--- config.mk ---
export PLATFORM = sky130hd
export DESIGN_NAME = mem_arbiter
export DESIGN_NICKNAME = d
export VERILOG_FILES = /design/src/rtl/mem_arb_pkg.sv /design/src/rtl/mem_arbiter_rr_pick2.sv /design/src/rtl/mem_arbiter.sv
export SDC_FILE = /design/constraint.sdc
export NUM_CORES = 1
export LEC_CHECK = 0
export ABC_AREA = 1
export CAP_MARGIN = 20
export CORE_UTILIZATION = 42
export DETAILED_ROUTE_END_ITERATION = 8
export HOLD_SLACK_MARGIN = 0.02
export PLACE_DENSITY_LB_ADDON = 0.08
export SLEW_MARGIN = 20
export SYNTH_ARGS = -nofsm -noshare
export SYNTH_HDL_FRONTEND = slang
export SYNTH_HIERARCHICAL = 1
export SYNTH_SLANG_ARGS = --single-unit
--- constraint.sdc ---
create_clock -name clk -period 3.1 [get_ports clk]
set_input_delay 0.93 -clock clk [delete_from_list [all_inputs] [get_ports clk]]
set_output_delay 0.93 -clock clk [all_outputs]
set_load 0.02 [all_outputs]
--- src/rtl/mem_arb_pkg.sv ---
// Shared types and constants for the two-port memory arbiter.
// The lock FSM states are only exercised when ARB_LOCK_EN is defined.
package mem_arb_pkg;

  localparam int ARB_ADDR_W = 10;
  localparam int ARB_DATA_W = 32;
  localparam int MEM_ADDR_W = 32;

  localparam int PORT_CPU  = 0;
  localparam int PORT_HOST = 1;

  typedef enum logic [1:0] {
    ARB   = 2'd0,
    LOCK0 = 2'd1,
    LOCK1 = 2'd2
  } arb_state_e;

  // Ports eligible for a grant in each arbiter state.
  function automatic logic [1:0] port_mask(
    input arb_state_e s
  );
    logic [1:0] m;
    m = 2'b11;
    unique case (s)
      ARB:     m = 2'b11;
      LOCK0:   m = 2'b01;
      LOCK1:   m = 2'b10;
      default: m = 2'b11;
    endcase
    return m;
  endfunction

endpackage

--- src/rtl/mem_arbiter_rr_pick2.sv ---
// Combinational 2-way round-robin picker.
// Ties go to the port that did not win last.
module rr_pick2 (
  input  logic [1:0] valid,
  input  logic       last_grant,
  input  logic [1:0] mask,
  output logic [1:0] grant
);

  logic [1:0] elig;

  assign elig = valid & mask;

  always_comb begin
    grant = 2'b00;
    unique case (elig)
      2'b01:   grant = 2'b01;
      2'b10:   grant = 2'b10;
      2'b11:   grant = last_grant ? 2'b01 : 2'b10;
      default: grant = 2'b00;
    endcase
  end

endmodule

--- src/rtl/mem_arbiter.sv ---
// Round-robin arbiter sharing one memory between CPU and host ports.
// Optional bus locking is built in when ARB_LOCK_EN is defined.
module mem_arbiter
  import mem_arb_pkg::*;
#(
  parameter int ADDR_W   = ARB_ADDR_W,
  parameter int DATA_W   = ARB_DATA_W,
  parameter int LOCK_MAX = 16
) (
  input  logic              clk,
  input  logic              rst,

  input  logic              r0_valid,
  input  logic              r0_we,
  input  logic [ADDR_W-1:0] r0_addr,
  input  logic [DATA_W-1:0] r0_wdata,
  input  logic              r0_lock,
  output logic              r0_ready,
  output logic              r0_rvalid,
  output logic [DATA_W-1:0] r0_rdata,

  input  logic              r1_valid,
  input  logic              r1_we,
  input  logic [ADDR_W-1:0] r1_addr,
  input  logic [DATA_W-1:0] r1_wdata,
  input  logic              r1_lock,
  output logic              r1_ready,
  output logic              r1_rvalid,
  output logic [DATA_W-1:0] r1_rdata,

  output logic              mem_we,
  output logic [31:0]       mem_raddr,
  output logic [31:0]       mem_waddr,
  output logic [DATA_W-1:0] mem_wdata,
  input  logic [DATA_W-1:0] mem_rdata
);

  localparam int PAD_W = MEM_ADDR_W - ADDR_W;

  logic [1:0]        req_valid;
  logic [1:0]        mask;
  logic [1:0]        grant;
  logic [1:0]        ready;
  logic              xfer;
  logic              xfer_port;
  logic              g_we;
  logic [ADDR_W-1:0] g_addr;
  logic [DATA_W-1:0] g_wdata;
  logic [31:0]       g_maddr;
  logic              lock_exit;
  logic              lock_port;

  logic [31:0]       addr_q, addr_d;
  logic [DATA_W-1:0] wdata_q, wdata_d;
  logic [1:0]        rvalid_q, rvalid_d;
  logic [DATA_W-1:0] rdata0_q, rdata0_d;
  logic [DATA_W-1:0] rdata1_q, rdata1_d;
  logic              last_grant_q, last_grant_d;

  assign req_valid = {r1_valid, r0_valid};

  rr_pick2 u_pick (
    .valid      (req_valid),
    .last_grant (last_grant_q),
    .mask       (mask),
    .grant      (grant)
  );

  // A grant is only ever issued to a valid port, so ready implies transfer.
  assign ready     = rst ? 2'b00 : grant;
  assign r0_ready  = ready[PORT_CPU];
  assign r1_ready  = ready[PORT_HOST];
  assign xfer      = |ready;
  assign xfer_port = ready[PORT_HOST];

  assign g_we    = xfer_port ? r1_we    : r0_we;
  assign g_addr  = xfer_port ? r1_addr  : r0_addr;
  assign g_wdata = xfer_port ? r1_wdata : r0_wdata;
  assign g_maddr = {{PAD_W{1'b0}}, g_addr};

  assign mem_we    = xfer & g_we;
  assign mem_raddr = xfer ? g_maddr : addr_q;
  assign mem_waddr = xfer ? g_maddr : addr_q;
  assign mem_wdata = xfer ? g_wdata : wdata_q;

  assign r0_rvalid = rvalid_q[PORT_CPU];
  assign r1_rvalid = rvalid_q[PORT_HOST];
  assign r0_rdata  = rdata0_q;
  assign r1_rdata  = rdata1_q;

  always_comb begin
    addr_d       = addr_q;
    wdata_d      = wdata_q;
    rvalid_d     = 2'b00;
    rdata0_d     = rdata0_q;
    rdata1_d     = rdata1_q;
    last_grant_d = last_grant_q;
    if (xfer) begin
      addr_d       = g_maddr;
      wdata_d      = g_wdata;
      last_grant_d = xfer_port;
      if (!g_we) begin
        rvalid_d[xfer_port] = 1'b1;
        if (xfer_port) rdata1_d = mem_rdata;
        else           rdata0_d = mem_rdata;
      end
    end
    if (lock_exit) last_grant_d = lock_port;
  end

  always_ff @(posedge clk) begin
    if (rst) begin
      addr_q       <= '0;
      wdata_q      <= '0;
      rvalid_q     <= 2'b00;
      rdata0_q     <= '0;
      rdata1_q     <= '0;
      last_grant_q <= 1'b1;
    end else begin
      addr_q       <= addr_d;
      wdata_q      <= wdata_d;
      rvalid_q     <= rvalid_d;
      rdata0_q     <= rdata0_d;
      rdata1_q     <= rdata1_d;
      last_grant_q <= last_grant_d;
    end
  end

`ifdef ARB_LOCK_EN

  localparam int CNT_W = $clog2(LOCK_MAX + 1) + 1;
  localparam logic [CNT_W-1:0] CNT_MAX = CNT_W'(LOCK_MAX);
  localparam logic [CNT_W-1:0] CNT_ONE = CNT_W'(1);

  arb_state_e       state_q, state_d;
  logic [CNT_W-1:0] cnt_q, cnt_d;
  logic [CNT_W-1:0] cnt_nxt;
  logic             g_lock;
  logic             own_lock;

  assign g_lock    = xfer_port ? r1_lock : r0_lock;
  assign lock_port = (state_q == LOCK1);
  assign own_lock  = lock_port ? r1_lock : r0_lock;
  assign mask      = port_mask(state_q);
  assign cnt_nxt   = cnt_q + CNT_ONE;

  // The counter includes the locking transfer itself.
  always_comb begin
    state_d   = state_q;
    cnt_d     = cnt_q;
    lock_exit = 1'b0;
    unique case (state_q)
      ARB: begin
        if (xfer && g_lock) begin
          state_d = xfer_port ? LOCK1 : LOCK0;
          cnt_d   = CNT_ONE;
        end
      end
      LOCK0, LOCK1: begin
        cnt_d = cnt_nxt;
        if (!own_lock || cnt_nxt >= CNT_MAX) begin
          state_d   = ARB;
          cnt_d     = '0;
          lock_exit = 1'b1;
        end
      end
      default: begin
        state_d = ARB;
        cnt_d   = '0;
      end
    endcase
  end

  always_ff @(posedge clk) begin
    if (rst) begin
      state_q <= ARB;
      cnt_q   <= '0;
    end else begin
      state_q <= state_d;
      cnt_q   <= cnt_d;
    end
  end

`else

  assign mask      = 2'b11;
  assign lock_exit = 1'b0;
  assign lock_port = 1'b0;

  logic unused_cfg;
  assign unused_cfg = r0_lock ^ r1_lock ^ (LOCK_MAX > 0);

`endif

endmodule
==> impl_metrics.py <==
metrics = {
    "global_route": {
        "grt_max_degree": 65,
        "antenna_found_initial": 0,
        "grt_pass1_vias": 5702,
        "grt_overflow": 0,
        "grt_use_total_pct": 24.6,
        "grt_pass1_wl_mm": 28.5,
    },
    "synth": {
        "yosysTopAreaCell": "dfxtp_1",
        "ys_seq_area_share_pct": 42.1,
        "yosysMostFrequentCell": "inv_1",
        "synth_warnings": 6,
        "synth_edf_count": 0,
        "synth_cells": 891,
        "ys_types": 23,
        "synth_ff_type": "dfxtp_1",
        "yosysTopAreaCellShare_pct": 42.1,
        "ys_async_sr_fraction_pct": 0,
        "synth_seq_cells": 131,
        "synth_area_per_cell_um2": 6.99,
        "synth.area.top_cells": "dfxtp_1 (42%), inv_1 (12%), nand2_1 (11%)",
        "synthTopCellsByCount": "inv_1 (198), nand2_1 (186), dfxtp_1 (131)",
        "syn_area_um2": 6230,
    },
    "status": {
        "violations": "negative setup slack",
        "status": "finished with violations",
    },
    "cells_and_area": {
        "final_layout_size_suffix_gt1_share_pct": 26.1,
        "fin_nets": 1343,
        "stdcell_count": 1416,
        "syn_to_final_growth_pct": 66.4,
        "fin_area_um2": 10400,
        "diodes": 0,
    },
    "timing": {
        "hold_viol": 0,
        "clock_skew_ps": 8.26,
        "rsz0062_at_grt": "true",
        "finalSetupViolCount": 1,
        "layout_setup_ws_ps": -1.62,
        "relSlewSlack_pct": 60.8,
        "final_max_slew_viol_count": 0,
        "tightest_slew_ps": 589,
        "post-route-period-util_pct": 100,
        "min_period_ps": 3100,
        "fmax_ghz": 0.322,
    },
    "routing": {
        "wl_per_cell_um": 13.4,
        "top_layer": "met4",
        "dr.pass1.iters": 4,
        "route.met3.wl_mm": 1.82,
        "dr_wl_met2_mm": 9.29,
        "ant_nets": 0,
        "vias": 6264,
        "via_per_inst": 4.42,
        "dr.first_iter.drc_count": 275,
        "drt_wl_total_mm": 18.9,
        "drc": 0,
        "met1_length_mm": 7.60,
    },
    "placed_design": {
        "place.gp.congestion": 0.761,
        "placed_cell_area_um2": 9490,
        "dp_hpwl_mm": 12.7,
        "port_buffers": 286,
        "place_inst": 1363,
        "place_ws_ps": -911,
    },
    "cts": {
        "cts_hold_buf": 0,
        "clkSlewWorstSetupHoldPaths_ps": 60,
        "htreeDepth": 4,
        "tritoncts": "built",
        "root_buffer": "clkbuf_16",
        "clockBufferDepth": 2,
        "cts_inserted_buffers": 17,
        "cts_sinks": 131,
        "clkLatencyLatePin_ps": 420,
    },
    "power_and_ir_drop": {
        "p_leak_uw": 0.00512,
        "p_sw_share_pct": 26.4,
        "p_comb_share_pct": 22.3,
        "seqPwrFrac_pct": 34.8,
        "p_total_uw": 5180,
        "p_switching_uw": 1370,
        "clockPowerShare_pct": 42.9,
        "vdd_drop_max_mv": 0.346,
        "p_per_area_nw_per_um2": 500,
        "p_int_uw": 3810,
    },
    "flow_run": {
        "cap_viol_max_count": 0,
    },
    "worst_setup_path": {
        "critPathLaunchType": "input pin",
        "arrival_ps": 2170,
        "critPathKind": "in -> out",
        "critPathRequiredTime_ps": 2170,
        "crit_path_end_kind": "primary output",
        "worst-path-max-fanout": 8,
    },
    "floorplan": {
        "ioPinCount": 289,
        "die_area_um2": 15300,
        "die_h_um": 124,
        "row_count": 44,
        "core_um2": 14500,
        "floorplan.initialDensity_pct": 43.0,
        "die-width_um": 124,
    },
    "hold_path": {
        "hold_class": "reg -> reg",
    },
}
[sequential cells by signal, indices dropped and copies added (netlist names)]
register and flops:
wdata_q 32, r1_rdata 32, last_grant_q 1, r0_rdata 32, addr_q 32, rvalid_q 2
[cell families after synthesis]
| family | after synthesis | share of synthesized area [%] |
|---|---|---|
| compound gates | 64 | 6.35 |
| buf+inv | 286 | 21.6 |
| flops | 131 | 42.1 |
| other cells | 1 | 0.0602 |
| simple gates | 409 | 29.9 |
[power by group through the flow]
| stage | sequential (uW) | clock, uW | combinational (uW) |
|---|---|---|---|
| final | 1800 | 2220 | 1160 |
| after global routing | 1810 | 2340 | 1250 |
| after CTS | 1800 | 2250 | 1090 |
| after detailed placement | 1840 | 0 | 1100 |
| after global placement | 1830 | 0 | 1090 |
| after floorplan | 1880 | 0 | 479 |
[worst max-delay path: stages]
cell       delay [ps]
buf_6              90
nand2_4            80
inv_2              40
nand2_2            70
inv_4              50
nand2_4            90
nand2_8            70
buf_12            150
clkbuf_16         160
buf_12            150
nor2_4            120
buf_4             160
[timing repair]
action                                  4_1_cts  5_1_grt
gates cloned                                  4        1
pin swaps                                     8       10
setup buffers                                 8        8
endpoints found under the setup margin       99       89
gates resized for setup                     424      128
[final cells by class]
cell class / instances / area, um^2
fill: 1214 / 4110
multi-input combinational: 476 / 2380
inverter: 201 / 769
clock inverter: 13 / 204
timing repair buffer: 392 / 3710
tap: 184 / 230
clock buffer: 19 / 453
sequential: 131 / 2620
[placed cells by master (no fill, tap or decap), types with 4 or more instances in the layout]
master             n
buf_12             9
clkinv_2           4
buf_2             28
o21ai_1           30
o21ai_2           20
buf_6             40
nand3_2            5
clkbuf_2           5
inv_2              8
clkbuf_16         18
buf_16             4
nand2_1          170
nand2_2           15
o21ai_0           14
dfxtp_1          131
buf_4            118
nor2_4            23
nor2_1            76
inv_1            189
bufinv_16          5
nand3_1          112
clkdlybuf4s50_1  184
[worst paths after layout]
check | from | end | slack [ps] | cells past startpoint
setup reg to reg | last_grant_q | r1_rdata[25] | 1190 | 11
hold / removal | r1_rdata[24] | r1_rdata[24] | 470 | 2
setup / recovery | r1_valid | mem_waddr[17] | -2 | 12
hold reg to reg | r1_rdata[24] | r1_rdata[24] | 470 | 2
[routing by layer]
layer / track usage, % / vias to the layer above
li1: - / 3263
met1: 27.2 / 2765
met2: 43.3 / 217
met3: 9.20 / 19
met4: 7.91 / 0
met5: 0 / -
[per-stage QoR]
step	setup TNS [ps]	util, %	hold WS (ps)
2_1_floorplan	0	-	451
3_3_place_gp	-78220	65.6	464
3_5_place_dp	-79520	65.6	472
4_1_cts	-31.7	69.0	478
5_1_grt	-1840	71.6	503
6_report	-1.62	71.6	474
(Power assumes the default switching activity.)
